## config.mk

```make
export PLATFORM = sky130hd
export DESIGN_NAME = rca2_bist_ctrl
export DESIGN_NICKNAME = d
export VERILOG_FILES = /design/src/rtl/rca2_bist_ctrl.sv
export SDC_FILE = /design/constraint.sdc
export NUM_CORES = 1
export LEC_CHECK = 0
export ABC_AREA = 0
export ABC_CLOCK_PERIOD_IN_PS = 1800
export CAP_MARGIN = 20
export CORE_MARGIN = 2
export CORE_UTILIZATION = 40
export DETAILED_ROUTE_END_ITERATION = 8
export PLACE_DENSITY = 0.7
export SETUP_SLACK_MARGIN = 0.15
export SLEW_MARGIN = 20
export SYNTH_ARGS = -nofsm -noshare
export SYNTH_HDL_FRONTEND = slang
export SYNTH_SLANG_ARGS = --single-unit
```

## constraint.sdc

```tcl
create_clock -name i_clk -period 1.8 [get_ports i_clk]
set_input_delay 0.45 -clock i_clk [delete_from_list [all_inputs] [get_ports i_clk]]
set_output_delay 0.45 -clock i_clk [all_outputs]
set_load 0.02 [all_outputs]
```

## src/rtl/rca2_bist_ctrl.sv

```systemverilog
// rca2_bist_ctrl
//   Sequencer and fault collector for the duplicated 2-bit ripple-carry adder
//   double-fault test. Steps a 3-bit vector index into the LUT comparator
//   stage. Holds each index for a settle period, then samples the comparator's
//   mismatch vector once. Accumulates sticky error flags, then reports
//   pass/fail per adder copy.
//
// Parameters
//   NUM_VECTORS     vectors per run (1..8); index runs 0..NUM_VECTORS-1
//   SETTLE_CYCLES   cycles the index is held before comp is sampled (0..15)
//
// Ports
//   i_clk              in   1  clock, rising edge
//   i_rst              in   1  synchronous active-high reset
//   i_start            in   1  run request, honoured only in IDLE
//   i_comp             in   8  mismatch vector; copy A = {7,6,3,2}, copy B = {5,4,1,0}
//   o_count            out  3  test-vector index
//   o_busy             out  1  high while a run is in progress
//   o_done             out  1  one-cycle pulse when results become valid
//   o_err_map          out  8  sticky OR of every sampled comp in the run
//   o_fail_a           out  1  any copy-A mismatch seen
//   o_fail_b           out  1  any copy-B mismatch seen
//   o_double_fault     out  1  both copies failed
//   o_fail_count       out  4  number of vectors with a nonzero sample
//   o_first_fail_vec   out  3  index of the first failing vector, 0 if none

module rca2_bist_ctrl #(
  parameter int NUM_VECTORS   = 8,
  parameter int SETTLE_CYCLES = 1
) (
  input  logic       i_clk,
  input  logic       i_rst,
  input  logic       i_start,
  input  logic [7:0] i_comp,
  output logic [2:0] o_count,
  output logic       o_busy,
  output logic       o_done,
  output logic [7:0] o_err_map,
  output logic       o_fail_a,
  output logic       o_fail_b,
  output logic       o_double_fault,
  output logic [3:0] o_fail_count,
  output logic [2:0] o_first_fail_vec
);

  localparam logic [2:0] LAST_VEC = 3'(NUM_VECTORS - 1);
  localparam logic [3:0] SETTLE   = 4'(SETTLE_CYCLES);

  typedef enum logic [1:0] {
    IDLE = 2'd0,
    RUN  = 2'd1,
    DONE = 2'd2
  } state_t;

  state_t     r_state;
  state_t     w_nextState;
  logic [2:0] r_count;
  logic [3:0] r_settleCnt;
  logic [7:0] r_errMap;
  logic [3:0] r_failCount;
  logic [2:0] r_firstFailVec;

  logic w_sampleNow;
  logic w_lastVec;
  logic w_compFail;

  // comp is only trusted once the index has been stable for SETTLE cycles
  assign w_sampleNow = (r_state == RUN) && (r_settleCnt == SETTLE);
  assign w_lastVec   = (r_count == LAST_VEC);
  assign w_compFail  = |i_comp;

  always_ff @(posedge i_clk) begin
    if (i_rst) begin
      r_state <= IDLE;
    end else begin
      r_state <= w_nextState;
    end
  end

  always_comb begin
    w_nextState = r_state;
    case (r_state)
      IDLE:    if (i_start) w_nextState = RUN;
      RUN:     if (w_sampleNow && w_lastVec) w_nextState = DONE;
      DONE:    w_nextState = IDLE;
      default: w_nextState = IDLE;
    endcase
  end

  always_ff @(posedge i_clk) begin
    if (i_rst) begin
      r_count        <= 3'd0;
      r_settleCnt    <= 4'd0;
      r_errMap       <= 8'd0;
      r_failCount    <= 4'd0;
      r_firstFailVec <= 3'd0;
    end else begin
      case (r_state)
        // Previous results stay visible in IDLE until the next run starts
        IDLE: begin
          if (i_start) begin
            r_count        <= 3'd0;
            r_settleCnt    <= 4'd0;
            r_errMap       <= 8'd0;
            r_failCount    <= 4'd0;
            r_firstFailVec <= 3'd0;
          end
        end
        RUN: begin
          if (!w_sampleNow) begin
            r_settleCnt <= r_settleCnt + 4'd1;
          end else begin
            r_errMap    <= r_errMap | i_comp;
            r_settleCnt <= 4'd0;
            if (w_compFail) begin
              r_failCount <= r_failCount + 4'd1;
              if (r_failCount == 4'd0) r_firstFailVec <= r_count;
            end
            // Last index is held through DONE so it matches the final sample
            if (!w_lastVec) r_count <= r_count + 3'd1;
          end
        end
        DONE: begin
          r_count <= 3'd0;
        end
        default: begin
        end
      endcase
    end
  end

  assign o_count          = r_count;
  assign o_busy           = (r_state == RUN);
  assign o_done           = (r_state == DONE);
  assign o_err_map        = r_errMap;
  assign o_fail_a         = |{r_errMap[7], r_errMap[6], r_errMap[3], r_errMap[2]};
  assign o_fail_b         = |{r_errMap[5], r_errMap[4], r_errMap[1], r_errMap[0]};
  assign o_double_fault   = o_fail_a & o_fail_b;
  assign o_fail_count     = r_failCount;
  assign o_first_fail_vec = r_firstFailVec;

endmodule

```

# After elaboration in Yosys (flattened, before gate mapping)

Cells that the tools add are included.

Bits of input ports: 11
Register bits after elaboration: 24
Output and inout port bits: 23
Logic and storage cells: 56

Mux-type cells: 20
Reduce and logical (&&, ||, !) cells: 15
Add/sub/neg operators: 3
Bitwise gates (word level): 2
Equal/unequal tests: 10

Operator list:

| operator                                                              | count |
|---|---|
| 3-bit 2-to-1 mux                                                      | 6 |
| 4-bit 2-to-1 mux                                                      | 4 |
| 8-bit 2-to-1 mux                                                      | 2 |
| 4-bit one-hot mux with 2 select lines                                 | 2 |
| 8-bit one-hot mux with 2 select lines                                 | 1 |
| 3-bit one-hot mux with 3 select lines                                 | 1 |
| 4-bit by 1-bit adder with 4-bit output, second input constant         | 2 |
| 2-bit by 1-bit != test with 1-bit output, second input constant       | 4 |
| 8-bit bitwise OR                                                      | 1 |
| 4-bit AND reduction                                                   | 2 |
| 4-bit OR reduction                                                    | 2 |
| 8-bit OR reduction                                                    | 1 |
| 3-bit one-hot mux with 2 select lines                                 | 1 |
| 5-bit AND reduction                                                   | 1 |
| 4-bit by 1-bit equality test with 1-bit output, second input constant | 1 |
| 4-bit zero test                                                       | 1 |
| 2-bit 2-to-1 mux                                                      | 2 |
| 2-bit != test, second input constant                                  | 2 |
| 2-bit one-hot mux with 2 select lines                                 | 1 |
| 2-bit AND reduction                                                   | 2 |
| 3-bit by 1-bit adder with 3-bit output, second input constant         | 1 |
| 3-bit equality test, second input constant                            | 1 |
| 3-bit AND reduction                                                   | 1 |
| 3-bit nonzero test                                                    | 1 |
| 6 further kinds                                                       | 7 |

# Logic depth before layout (Yosys ltp)

Depth in word-level cells: 5
Mapped depth: 7
Depth with buffers taken out: 6

# Worst setup path after synthesis

OpenSTA, ideal clock, no wires.

Path type: reg2out
Start: reg r_errMap[4] (netlist: o_err_map[4])
End: out o_double_fault
Setup slack: 44 ps
Path buffers: 0
Stages on the path, launching flop included: 3
Data arrival time: 1306 ps
Path through: dfxtp_1 or4_1 and2_1

Cells in the longest elaborated chain, start to end: 2

RTL lines:

| what                   | RTL line | source |
|---|---|---|
| from (decl)            | 59       | `logic [7:0] r_errMap;` |
| from (signal assigned) | 113      | `r_errMap <= r_errMap \| i_comp;` |
| 4-bit OR reduction     | 137      | `assign o_fail_b = \|{r_errMap[5], r_errMap[4], r_errMap[1], r_errMap[0]};` |
| net o_fail_b           | 40       | `output logic o_fail_b,` |
| 1-bit AND              | 138      | `assign o_double_fault = o_fail_a & o_fail_b;` |
| to (decl)              | 41       | `output logic o_double_fault,` |

The timed path passes the listed nets, and every way through them passes these cells.

# Worst setup path after layout

Start: reg r_errMap[1] (netlist: o_err_map[1])
End: out o_double_fault

Cells in the longest elaborated chain, start to end: 2

RTL lines:

| what               | RTL line |
|---|---|
| 4-bit OR reduction | 137 |
| 1-bit AND          | 138 |

No other way between the ends.

==> summary.md <==
| Metric | Value |
|---|---|
| CTS sink cnt | `24` |
| Root Buffer | `clkbuf_4` |
| Die Area | `0.003235 sq mm` |
| Synth warnings | `0` |
| Vias | `1102` |
| Htree depth | `1` |
| Top cells by area, synth | `dfxtp_1 43%, a21oi_1 7.2%, ha_1 6.7%` |
| Setup WS post-layout | `-123.8 ps` |
| Power, Total | `approximately 1100 uW` |
| Worst Hold Slack | `420.2 ps` |
| Mapped Area | `0.001119 sq mm` |
| Number of synthesized flops with an enable pin | `0` |
| Top-count cell post-synth | `dfxtp_1` |
| Post-CTS Hold Fix Bufs | `0` |
| HPWL Detailed | `2.136 mm` |
| Post-synth top area cell | `dfxtp_1` |
| Maximum vdd ir drop | `around 0.57 mV` |
| Pwr dens | `about 640 mW/mm^2` |
| Yosys top cell area share | `a little over two fifths` |
| IO Count | `34` |
| Fmax | `just over 0.5 GHz` |
| Via density | `approximately 5.3` |
| Area delta synth->final | `55.48%` |
| Max FO, Critical Path | `2` |
| Clk_skew | `around 3.7 ps` |
| Share of post-route cells with drive strength above 1 | `34.46%` |
| Wirelength, routed | `approximately 2.9 mm` |
| Final Hold Viols | `0` |
| Min-Delay Path Class | `input port to flop` |
| Fraction of registers with async set or reset after synthesis | `0%` |
| Crit path required time | `1350 ps` |
| Fillers | `around 250` |
| Drt first-iter violations | `23` |
| Core Footprint | `0.002710 sq mm` |
| Worst EP arrival | `~1500 ps` |
| Final #Nets | `just under 200` |
| Final Util | `between 60% and 70%` |
| Critical Path Slowest Stage Cell | `or4_4` |
| Unrepaired setup endpoints after global routing | `true` |
| Avg WL per Cell | `13.83 um` |
| Endpoints failing setup | `3` |
| Port bufs | `33` |
| Seq/Total Area, Yosys | `between 40% and 50%` |
| Clk slew on worst S/H paths | `130 ps` |
| Overflow after GRT | `0` |
| Post-route ant nets | `0` |
| Final Wtd Congestion | `0.7802` |
| Max Slew Vio Count | `0` |
| Setup_tns | `-149.0 ps` |
| Die Y | `approximately 57 um` |
| Vias in the first global route | `1019` |
| CP startpoint kind | `flop` |
| # rows | `19` |
| Storage element area | `around 500 sq um` |
| Violated checks | `negative setup slack` |
| Horiz. Die Dim | `56.88 um` |
| Slew @ Worst Pin | `between 500 and 600 ps` |
| Max Cap Violations | `0` |
| Tmin final | `approximately 1900 ps` |
| Initial Util | `between 40% and 50%` |
| Largest delay share family, worst path | `simple AND/OR/NAND/NOR gates` |
| Setup slack, reg-to-reg | `roughly 190 ps` |
| Syn_area_per_cell | `about 9.0 sq um` |
| Synth unique cells | `40` |
| First-pass iteration count of the detailed router | `4` |
| Pin count of the biggest net entering global routing | `14` |
| Worst-Skew Late Latency | `310 ps` |
| CTS Buf Count | `3` |
| GR Util All Layers | `between 10% and 20%` |
| Synth Instances | `about 120` |
| Largest stage delay on the critical path | `~530 ps` |
| WP buf/inv | `1` |
| Status | `complete, but fails checks` |
| Lkg Pwr | `between 0.0007 and 0.0008 uW` |
| Mapped Nets | `around 140` |
| Initial antenna violation count | `0` |
| Crit Path Class | `flop to output port` |
| Synth Flop Type | `dfxtp_1` |
| Tcrit/Tclk final | `106.9%` |
| Crit path cell chain | `or4_4 -> and2_4 -> buf_6` |
| CTS Buffer Depth | `2` |
| Worst Setup End Kind | `output port` |
| Antenna cells | `0` |
| Global-route wire length before repair | `4.491 mm` |
| Max transition margin | `between 60% and 70%` |
| TritonCTS clock tree | `done` |
| Most frequent cells after synthesis | `24 x dfxtp_1, 16 x a21oi_1, 12 x nor2_1` |
| Multi-input gate area | `approximately 690 sq um` |
| DRC | `0` |
| Seq cells post-synth | `24` |
[layout make-up]
class | count | share of cell area (%)
clock buffers | 4 | 2.086
inverters | 7 | 1.511
multi-input cells | 89 | 39.93
flip-flops and latches | 24 | 28.20
well taps | 31 | 2.230
repair buffers | 53 | 26.04
[where the power goes]
group	internal, uW	switching [uW]
sequential	549	15.3
clock	123	161
combinational	130	136
total	802	312
[sequential cells by signal, summed over array words and instances, names as in the netlist]
name              cells
o_count               3
o_err_map             8
o_fail_count          4
o_first_fail_vec      3
r_settleCnt           4
r_state               2
[final timing paths]
kind	depth (start not counted)	endpoint	from
max	3	o_double_fault	o_err_map[1]
max reg2reg	6	o_count[1]	r_settleCnt[1]
min	3	o_err_map[2]	i_comp[2]
min reg2reg	2	o_first_fail_vec[2]	o_first_fail_vec[2]
[per-layer routing]
metal,up-vias,part of all wire [%],track usage (%)
met2,12,51,27.91
met1,535,46,23.55
met3,4,2.0,2.074
met5,-,0,0
met4,0,0.80,6.977
li1,551,-,-
[per-stage QoR]
stage	cells	cell area (sq um)	worst slack, ps
after floorplan	124	1129	176.8
after global placement	200	1613	-214.8
after detailed placement	200	1613	-248.2
after CTS	204	1625	-138.8
after global routing	208	1739	-161.6
final	208	1739	-123.8
[tightest hold or removal path, cell delays in order]
cell and delay, ps:
dlymetal6s2s_1 110, a21oi_1 70, nor2_1 70
[cell families after synthesis]
kind of cell	Yosys count	share of synthesized area, %
flops	24	42.95
xor+xnor	2	1.566
mux	1	0.8949
fa+ha+maj	6	6.711
simple gates	48	25.95
compound gates	32	18.01
buf+inv	11	3.914
[layout by cell type (no fill, tap or decap), types with 2 or more instances in the layout]
cell type,netlist,routed
a21oi_1,16,14
a21oi_2,1,3
buf_2,2,2
buf_4,0,20
clkbuf_4,0,3
clkdlybuf4s50_1,0,3
dfxtp_1,24,18
dfxtp_2,0,5
dlygate4sd2_1,0,23
dlymetal6s2s_1,0,2
ha_1,6,5
inv_1,6,5
inv_2,1,2
nand2_1,6,6
nand2b_1,4,4
nand3_1,5,2
nand3_2,0,3
nor2_1,12,12
nor3_1,3,3
nor3_4,1,3
o21ai_1,4,3
o2bb2ai_1,3,3
or4_4,2,4
[repair_timing]
action	in CTS	in global routing
gates resized for setup	47	24
setup endpoints to repair	33	16
pin swaps	5	8
buffers inserted	0	4
No activity file was read; power rests on OpenSTA's default activity.
